## config.mk

```make
export PLATFORM = sky130hd
export DESIGN_NAME = fp_div_flat
export DESIGN_NICKNAME = d
export VERILOG_FILES = /design/src/rtl/fp_div_if.sv /design/src/rtl/fp_div.sv /design/src/flat_wrapper.sv
export SDC_FILE = /design/constraint.sdc
export NUM_CORES = 1
export LEC_CHECK = 0
export BUFFER_PORTS_ARGS = -buffer_cell sky130_fd_sc_hd__buf_2
export CAP_MARGIN = 20
export CORE_MARGIN = 2
export CORE_UTILIZATION = 59
export DETAILED_ROUTE_END_ITERATION = 6
export GPL_TIMING_DRIVEN = 0
export PLACE_DENSITY_LB_ADDON = 0.3
export SETUP_SLACK_MARGIN = 0.4
export SLEW_MARGIN = 15
export SYNTH_ARGS = -nofsm -noshare
export SYNTH_HDL_FRONTEND = slang
export SYNTH_SLANG_ARGS = --single-unit
```

## constraint.sdc

```tcl
create_clock -name clk -period 3.3 [get_ports clk]
set_input_delay 0.33 -clock clk [delete_from_list [all_inputs] [get_ports clk]]
set_output_delay 0.33 -clock clk [all_outputs]
set_load 0.05 [all_outputs]
```

## src/rtl/fp_div_if.sv

```systemverilog
// Operand/result bundle for the sequential single-precision divider.
// Shares the start/done shape of the multiply path so a top level can mux it in.
// Master drives operands and start; slave returns the result, status and flags.
interface fp_div_if;
    logic [31:0] A;
    logic [31:0] B;
    logic        start;
    logic [31:0] R;
    logic        done;
    logic        busy;
    logic        dbz;
    logic        ovf;
    logic        unf;

    modport master (output A, B, start, input R, done, busy, dbz, ovf, unf);
    modport slave  (input A, B, start, output R, done, busy, dbz, ovf, unf);
endinterface

```

## src/rtl/fp_div.sv

```systemverilog
// IEEE-754 single-precision divider R = A / B: restoring division, one quotient bit per clock, RNE rounding.
// Latency: done rises exactly 30 clk edges after the edge that accepts start, independent of operands.
// No backpressure: start is only taken in IDLE/DONE and ignored while busy; done is level-held until the next start.
module fp_div #(
    parameter int QBITS = 27,
    parameter int BIAS  = 127
) (
    input  logic    clk,
    input  logic    rst,
    fp_div_if.slave bus
);

    typedef enum logic [2:0] {
        S_IDLE, S_UNPACK, S_DIVIDE, S_NORM, S_ROUND, S_DONE
    } state_t;

    state_t             state_q;
    logic [31:0]        a_q, b_q, r_q;
    logic               done_q, busy_q, dbz_q, ovf_q, unf_q;
    logic               sign_q;
    logic [23:0]        mb_q;
    logic [24:0]        rem_q;
    logic [QBITS-1:0]   q_q;
    logic signed [9:0]  e_q;
    logic [4:0]         cnt_q;
    logic               spec_q, spec_dbz_q;
    logic [31:0]        spec_r_q;

    // Unpack: operand classification and the biased exponent difference
    logic               sign_d, spec_d, spec_dbz_d;
    logic [31:0]        spec_r_d;
    logic signed [9:0]  e_d;
    logic               a_zero, b_zero, a_inf, b_inf, a_nan, b_nan;

    always_comb begin
        a_zero     = (a_q[30:23] == 8'h00);
        b_zero     = (b_q[30:23] == 8'h00);
        a_inf      = (&a_q[30:23]) && (a_q[22:0] == 23'h0);
        b_inf      = (&b_q[30:23]) && (b_q[22:0] == 23'h0);
        a_nan      = (&a_q[30:23]) && (a_q[22:0] != 23'h0);
        b_nan      = (&b_q[30:23]) && (b_q[22:0] != 23'h0);
        sign_d     = a_q[31] ^ b_q[31];
        e_d        = {2'b00, a_q[30:23]} - {2'b00, b_q[30:23]} + 10'(BIAS);
        spec_d     = 1'b1;
        spec_dbz_d = 1'b0;
        spec_r_d   = 32'h7FC0_0000;
        if (a_nan || b_nan) begin
            spec_r_d = 32'h7FC0_0000;
        end else if ((a_zero && b_zero) || (a_inf && b_inf)) begin
            spec_dbz_d = 1'b1;
        end else if (b_zero) begin
            // A is finite and nonzero here
            spec_r_d   = {sign_d, 8'hFF, 23'h0};
            spec_dbz_d = 1'b1;
        end else if (a_inf) begin
            spec_r_d = {sign_d, 8'hFF, 23'h0};
        end else if (a_zero || b_inf) begin
            spec_r_d = {sign_d, 31'h0};
        end else begin
            spec_d = 1'b0;
        end
    end

    // Divide step: trial subtract, then shift remainder and quotient
    logic        ge;
    logic [23:0] rem_sub;

    always_comb begin
        ge      = (rem_q >= {1'b0, mb_q});
        // after a successful subtract the remainder is below mB, so 24 bits hold it
        rem_sub = ge ? 24'(rem_q - {1'b0, mb_q}) : rem_q[23:0];
    end

    // Round: increment {exponent, fraction} together so a mantissa carry bumps the exponent
    logic              inc;
    logic [32:0]       rnd_sum;
    logic signed [9:0] e_r;
    logic [22:0]       frac_r;

    always_comb begin
        inc     = q_q[2] & (q_q[1] | q_q[0] | (|rem_q) | q_q[3]);
        rnd_sum = {e_q, q_q[QBITS-2 -: 23]} + 33'(inc);
        e_r     = $signed(rnd_sum[32:23]);
        frac_r  = rnd_sum[22:0];
    end

    // Control FSM with all datapath state and registered outputs
    always_ff @(posedge clk) begin
        if (rst) begin
            state_q    <= S_IDLE;
            a_q        <= '0;
            b_q        <= '0;
            r_q        <= '0;
            done_q     <= 1'b0;
            busy_q     <= 1'b0;
            dbz_q      <= 1'b0;
            ovf_q      <= 1'b0;
            unf_q      <= 1'b0;
            sign_q     <= 1'b0;
            mb_q       <= '0;
            rem_q      <= '0;
            q_q        <= '0;
            e_q        <= '0;
            cnt_q      <= '0;
            spec_q     <= 1'b0;
            spec_dbz_q <= 1'b0;
            spec_r_q   <= '0;
        end else begin
            case (state_q)
                S_IDLE, S_DONE: begin
                    if (bus.start) begin
                        a_q     <= bus.A;
                        b_q     <= bus.B;
                        done_q  <= 1'b0;
                        dbz_q   <= 1'b0;
                        ovf_q   <= 1'b0;
                        unf_q   <= 1'b0;
                        busy_q  <= 1'b1;
                        state_q <= S_UNPACK;
                    end
                end
                S_UNPACK: begin
                    sign_q     <= sign_d;
                    mb_q       <= {1'b1, b_q[22:0]};
                    rem_q      <= {2'b01, a_q[22:0]};
                    q_q        <= '0;
                    e_q        <= e_d;
                    cnt_q      <= '0;
                    spec_q     <= spec_d;
                    spec_dbz_q <= spec_dbz_d;
                    spec_r_q   <= spec_r_d;
                    state_q    <= S_DIVIDE;
                end
                S_DIVIDE: begin
                    rem_q <= {rem_sub, 1'b0};
                    q_q   <= {q_q[QBITS-2:0], ge};
                    cnt_q <= cnt_q + 5'd1;
                    if (cnt_q == 5'(QBITS - 1)) begin
                        state_q <= S_NORM;
                    end
                end
                S_NORM: begin
                    // quotient of two [1,2) mantissas is in (0.5,2): at most one left shift
                    if (!q_q[QBITS-1]) begin
                        q_q <= q_q << 1;
                        e_q <= e_q - 10'sd1;
                    end
                    state_q <= S_ROUND;
                end
                S_ROUND: begin
                    if (spec_q) begin
                        r_q   <= spec_r_q;
                        dbz_q <= spec_dbz_q;
                    end else if (e_r >= 10'sd255) begin
                        r_q   <= {sign_q, 8'hFF, 23'h0};
                        ovf_q <= 1'b1;
                    end else if (e_r <= 10'sd0) begin
                        r_q   <= {sign_q, 31'h0};
                        unf_q <= 1'b1;
                    end else begin
                        r_q <= {sign_q, e_r[7:0], frac_r};
                    end
                    busy_q  <= 1'b0;
                    done_q  <= 1'b1;
                    state_q <= S_DONE;
                end
                default: state_q <= S_IDLE;
            endcase
        end
    end

    assign bus.R    = r_q;
    assign bus.done = done_q;
    assign bus.busy = busy_q;
    assign bus.dbz  = dbz_q;
    assign bus.ovf  = ovf_q;
    assign bus.unf  = unf_q;

endmodule

```

## src/flat_wrapper.sv

```systemverilog
// flat-port wrapper written by rule: the top's interface ports become plain ports
module fp_div_flat 
#(
    parameter int QBITS = 27,
    parameter int BIAS  = 127
)
  (clk, rst, bus_A, bus_B, bus_start, bus_R, bus_done, bus_busy, bus_dbz, bus_ovf, bus_unf);
  fp_div_if bus_i ();
  input  logic clk;
  input  logic rst;
  input wire logic [$bits(bus_i.A)-1:0] bus_A;
  input wire logic [$bits(bus_i.B)-1:0] bus_B;
  input wire logic [$bits(bus_i.start)-1:0] bus_start;
  output wire logic [$bits(bus_i.R)-1:0] bus_R;
  output wire logic [$bits(bus_i.done)-1:0] bus_done;
  output wire logic [$bits(bus_i.busy)-1:0] bus_busy;
  output wire logic [$bits(bus_i.dbz)-1:0] bus_dbz;
  output wire logic [$bits(bus_i.ovf)-1:0] bus_ovf;
  output wire logic [$bits(bus_i.unf)-1:0] bus_unf;
  assign bus_i.A = bus_A;
  assign bus_i.B = bus_B;
  assign bus_i.start = bus_start;
  assign bus_R = bus_i.R;
  assign bus_done = bus_i.done;
  assign bus_busy = bus_i.busy;
  assign bus_dbz = bus_i.dbz;
  assign bus_ovf = bus_i.ovf;
  assign bus_unf = bus_i.unf;
  fp_div #(.QBITS(QBITS), .BIAS(BIAS)) u_core (.clk(clk), .rst(rst), .bus(bus_i));
endmodule
```

Word-level counts from Yosys, hierarchy flattened

Index checks and enable logic that the tools add are counted.

Input bits: 67
Memories: 0
Bits in read-only memories: 0
Word-level logic and storage cells: 118
Flip-flop bits (word level): 230
Bits in latches: 0
RAM bits: 0
Output and inout bits: 37

Bitwise operators: 5
Add/subtract/negate cells: 6
Shift operators: 0
Reduce and logical (&&, ||, !) cells: 32
Divide/modulo/power cells: 0
Multiply operators: 0
Multiplexer cells: 39
Magnitude comparators: 3
Equality and inequality tests: 14

Operators with widths:

| operator                                                                              | number |
|---|---|
| 32-bit 2-to-1 mux                                                                     | 6 |
| 27-bit case mux with 3 select lines                                                   | 1 |
| 31-bit 2-to-1 mux                                                                     | 2 |
| 25-bit case mux with 2 select lines                                                   | 1 |
| 23-bit zero test                                                                      | 2 |
| 23-bit nonzero test                                                                   | 2 |
| 33-bit by 1-bit adder with 33-bit output                                              | 1 |
| 27-bit 2-to-1 mux                                                                     | 1 |
| 25-bit by 24-bit greater-or-equal comparator with 1-bit output                        | 1 |
| 25-bit OR reduction                                                                   | 1 |
| 24-bit 2-to-1 mux                                                                     | 1 |
| 24-bit subtractor                                                                     | 1 |
| 10-bit case mux with 2 select lines                                                   | 1 |
| 8-bit zero test                                                                       | 2 |
| 1-bit 2-to-1 mux                                                                      | 16 |
| 8-bit AND reduction                                                                   | 2 |
| 3-bit case mux with 5 select lines                                                    | 1 |
| 10-bit by 7-bit adder with 10-bit output (second input constant)                      | 1 |
| 10-bit by 9-bit greater-or-equal comparator with 1-bit output (second input constant) | 1 |
| 10-bit by 1-bit less-or-equal comparator with 1-bit output (second input constant)    | 1 |
| 10-bit 2-to-1 mux                                                                     | 1 |
| 1-bit case mux with 2 select lines                                                    | 5 |
| 5-bit case mux with 2 select lines                                                    | 1 |
| 2-bit AND reduction                                                                   | 5 |
| other kinds (22)                                                                      | 42 |

Longest topological paths before layout

Depth in word-level cells: 10
Mapped depth: 13
Gate-level depth less buffers: 12

Least setup slack after synthesis

Ideal clock, no wire load.

Kind: reg-to-reg
From: register u_core.q_q[25]
To: register u_core.r_q[9], in the netlist u_core.bus.R[9]
Buffers on the path: 3
Library setup time: 0.069 ns
Path slack: 0.238 ns
Arrival: 2.993 ns
Clock period less this slack: 3.062 ns
Stages on the path, launching flop included: 12
Required time: 3.231 ns
Path through: dfxtp_1 -> clkbuf_1 -> nand4_1 -> or4b_1 -> nor4_1 -> xnor2_1 -> nor2b_1 -> and2_1 -> clkbuf_1 -> or4b_4 -> buf_6 -> o21ai_1

Word-level cells in the longest chain between the ends: 5
Elaborated cells on any way between the ends: 6
Classes of those cells: add/sub (1); order compare (2); mux (3)

Ends and longest elaborated chain:

| item                                                       | RTL line      | text |
|---|---|---|
| start: declaration                                         | fp_div.sv:23  | `logic [QBITS-1:0] q_q;` |
| start signal: assignment                                   | fp_div.sv:136 | `q_q <= {q_q[QBITS-2:0], ge};` |
| start signal: assignment                                   | fp_div.sv:145 | `q_q <= q_q << 1;` |
| 33-bit by 1-bit adder with 33-bit output *                 | fp_div.sv:82  | `rnd_sum = {e_q, q_q[QBITS-2 -: 23]} + 33'(inc);` |
| 10-bit by 1-bit less-or-equal comparator with 1-bit output | fp_div.sv:157 | `end else if (e_r <= 10'sd0) begin` |
| 31-bit 2-to-1 mux                                          | fp_div.sv:157 |  |
| 31-bit 2-to-1 mux *                                        | fp_div.sv:154 | `end else if (e_r >= 10'sd255) begin` |
| 32-bit 2-to-1 mux *                                        | fp_div.sv:151 | `if (spec_q) begin` |
| end signal: assignment                                     | fp_div.sv:152 | `r_q <= spec_r_q;` |
| end signal: assignment                                     | fp_div.sv:155 | `r_q <= {sign_q, 8'hFF, 23'h0};` |
| end signal: assignment                                     | fp_div.sv:158 | `r_q <= {sign_q, 31'h0};` |
| end: declaration                                           | fp_div.sv:18  | `logic [31:0] a_q, b_q, r_q;` |

Mark *: on every way between the ends. The rest lies on a longest branch, timed or not.
A chain may end at the register's enable or synchronous reset.

Final worst setup path

From: register u_core.q_q[16]
To: register u_core.r_q[16], in the netlist u_core.bus.R[16]

The elaborated chain is that of the path after synthesis.

==> flow_metrics.tcl <==
set metrics [dict create \
    status "finished, final reports clean" \
    period_needed_ns 3.06 \
    numClockSinks 201 \
    worst_pin_slew_ns 0.746 \
    finalHoldViolations 0 \
    grt-busiest-layer "met2" \
    grt_usage 0.326 \
    ff2ff_setup_slack_ns 0.24 \
    areaGrowthSynthToFinish_pct 22.4 \
    fin_hold_ws_ns 0.0598 \
    holdBufCountCts 0 \
    fin_worst_skew_ns 0.00883 \
    ant_nets 0 \
    dp.cells 1733 \
    cts_max_level 1 \
    drive_gt1_frac 0.181 \
    viasPerCell 6.10 \
    worst_hold_path_type "primary input to register" \
    dp_slack_ns -0.360 \
    syn_area_per_cell_um2 7.59 \
    portBuffers 102 \
    power.total_mw 8.77 \
    worstReg2RegStart "u_core.q_q[16]$_SDFFE_PP0P_" \
    grt.met2_usage 0.525 \
    period_share 0.927 \
    clockBufferDepth 3 \
    ys_seq_area_frac 0.378 \
    end_kind "register" \
    drt-pass1-iter-count 6 \
    gp_congestion 0.956 \
    cp_max_fo 7 \
    start_util 0.597 \
    num_vias 11000 \
    pwr-share-seq 0.317 \
    p_clk_frac 0.340 \
    grt-ovfl-total 0 \
    drt_iter0_markers 1164 \
    drt_wl_total_um 32400 \
    rsz0062_at_grt "true" \
    slew_headroom 0.497 \
    reg2regPathDepth 10 \
    crit_end "u_core.bus.R[16]$_SDFFE_PP0P_" \
    io_pins 104 \
    cts.reportedPaths.clkPinSlew_ns 0.06 \
    worst_ep_required_time_ns 3.74 \
    p_leak_nw 5.09 \
    core_mm2 0.0178 \
    fin_util 0.731 \
    fmaxAchievable_ghz 0.327 \
    crit_arrival_ns 3.50 \
    cts_tree "built" \
    diodes 0 \
    place_hpwl_um 22300 \
    cp-startpoint "u_core.q_q[16]$_SDFFE_PP0P_" \
    setup_slack_ns 0.240 \
    synth_seq_cells 201 \
    insertion_delay_ns 0.51 \
    yosysWarnings 0 \
    final_nets 1668 \
    synthesis.nets 1509 \
    clockRootBuffer "clkbuf_16" \
    grtUsageMet3 0.0568 \
    synth.cell_area_mm2 0.0106 \
    crit_type "register to register" \
    die_y_um 138 \
    wire_per_inst_um 18.0 \
    postSynthCellCount 1402 \
    ys_async_sr_fraction 0 \
    worstSetupStartpointType "register" \
    swShare 0.350 \
    synth.distinct_cells 67 \
    grt_pass1_wl_um 51800 \
    synth_flop_cell "dfxtp_1" \
    pwr-share-comb 0.343 \
    switching_power_mw 3.07 \
    r2r-end "u_core.bus.R[16]$_SDFFE_PP0P_" \
    ir_worst_vdd_mv 0.441 \
    grt_pass1_vias 10400 \
    maxSlewViolCount 0 \
    power.density_mw_per_mm2 673 \
    cap_violations 0 \
    numCtsBuffers 23 \
    grt_util_met1 0.438 \
    grt_start_max_net_pins 15 \
    intPower_mw 5.70 \
    finalSetupViolCount 0 \
    rows 49 \
    antenna_found_initial 0 \
    synth_edf_count 0 \
    stdcell_count 1805 \
    dieArea_mm2 0.0191 \
    remaining_drc_errors 0 \
    die_w_um 138 \
]
[what timing repair did]
item,in CTS,in global routing
cloned,2,0
pin swaps,42,14
gates resized for setup,101,30
endpoints found under the setup margin,57,95
buffers inserted,22,8
[synth_stat cells, types with 4 or more instances]
master	instances	area (um2)
a211oi_1	22	165
nor2b_1	11	68.8
nand2b_1	15	93.8
o21a_1	8	60.1
nand2_1	275	1030
o22ai_1	7	43.8
nor3_1	26	130
or2_2	5	31.3
and3_1	14	87.6
a32o_1	5	50.1
or4_1	4	30.0
and4_1	4	35.0
clkbuf_1	74	278
and2_1	7	43.8
buf_1	8	30.0
o21ai_2	17	149
nor2_1	124	465
a31oi_1	19	119
xnor2_1	34	298
a21o_1	10	75.1
a22oi_1	29	218
o221ai_1	5	43.8
ha_1	38	475
inv_1	52	195
a21oi_1	158	791
o21ai_0	48	240
o31ai_1	5	37.5
xor2_1	24	210
nand3_1	27	135
nor4_1	31	194
nand4_1	18	113
a21boi_0	4	30.0
mux2i_1	11	110
or3_1	10	62.6
dfxtp_1	201	4020
[registers in the layout, summed over array words and instances (netlist names), 3 cells and up]
signal and count:
u_core.a_q 32, u_core.state_q 3, u_core.mb_q 24, u_core.rem_q 25, u_core.cnt_q 5, u_core.q_q 27, u_core.e_q 10, u_core.bus.R 32
u_core.spec_r_q 3, u_core.b_q 32
[worst min-delay path by stage]
| stage | start | endpoint | slack, ns | depth (start not counted) |
|---|---|---|---|---|
| after floorplan | u_core.spec_dbz_q$_SDFFE_PP0P_ | u_core.spec_dbz_q$_SDFFE_PP0P_ | 0.43 | 2 |
| after global placement | u_core.bus.R[9]$_SDFFE_PP0P_ | u_core.bus.R[9]$_SDFFE_PP0P_ | 0.43 | 2 |
| after detailed placement | u_core.bus.R[9]$_SDFFE_PP0P_ | u_core.bus.R[9]$_SDFFE_PP0P_ | 0.44 | 2 |
| after CTS | bus_B[28] | u_core.b_q[28]$_SDFFE_PP0P_ | 0.05 | 3 |
| after global routing | bus_A[30] | u_core.a_q[30]$_SDFFE_PP0P_ | 0.06 | 3 |
| final | bus_B[31] | u_core.b_q[31]$_SDFFE_PP0P_ | 0.06 | 3 |
[routing by layer]
| metal | routed length [um] | up-vias |
|---|---|---|
| li1 | - | 5232 |
| met1 | 13300 | 5138 |
| met2 | 14900 | 548 |
| met3 | 3060 | 93 |
| met4 | 1150 | 0 |
| met5 | 0 | - |
[power by group through the flow]
stage	registers, mW	clock network (mW)	logic, mW
5_1_grt	2.80	3.09	3.26
2_1_floorplan	2.79	0	2.00
6_report	2.78	2.98	3.00
4_1_cts	2.77	2.99	2.76
3_5_place_dp	2.82	0	2.65
3_3_place_gp	2.82	0	2.60
[layout by cell type (no fill, tap or decap), drive strengths merged, types with 22 or more instances in the layout]
| master | count |
|---|---|
| inv | 52 |
| xnor2 | 34 |
| nor3 | 27 |
| nor2 | 124 |
| nand3 | 28 |
| a21oi | 158 |
| clkbuf | 98 |
| ha | 38 |
| nand2 | 275 |
| nor4 | 32 |
| a211oi | 22 |
| a22oi | 29 |
| xor2 | 24 |
| buf | 146 |
| o21ai | 67 |
| dfxtp | 201 |
[area by class of cell]
cell class	instances	area, um2
flip-flops and latches	201	4080
clock buffers	25	593
inverters	53	203
well taps	229	287
fillers	1373	4810
plain buffers	85	413
clock inverters	15	290
multi-input cells	1063	6370
repair buffers	134	798
[worst max-delay path: stages, from the launching register on]
cell and delay (ns):
dfxtp_1 0.32, buf_6 0.12, nand4_1 0.11, or4_4 0.50, nor3_2 0.38, mux2i_1 0.29
nor3b_1 0.08, and4_1 0.22, or4b_4 0.66, buf_12 0.19, o21ai_2 0.12
[through the flow]
stage	cell area [um2]	TNS, ns
floorplan	10700	0
global placement	11500	-6.53
detailed placement	11500	-9.47
CTS	12900	0
global route	13000	0
finish	13000	0
[cell families after synthesis]
kind of cell | share of synthesized area
AO/OA/AOI/OAI | 0.216
XOR/XNOR | 0.0477
AND/OR/NAND/NOR | 0.248
buffers and inverters | 0.0502
flip-flops | 0.378
adder cells (fa/ha/maj) | 0.0484
multiplexers | 0.0114
No activity file was read; power rests on OpenSTA's default activity.
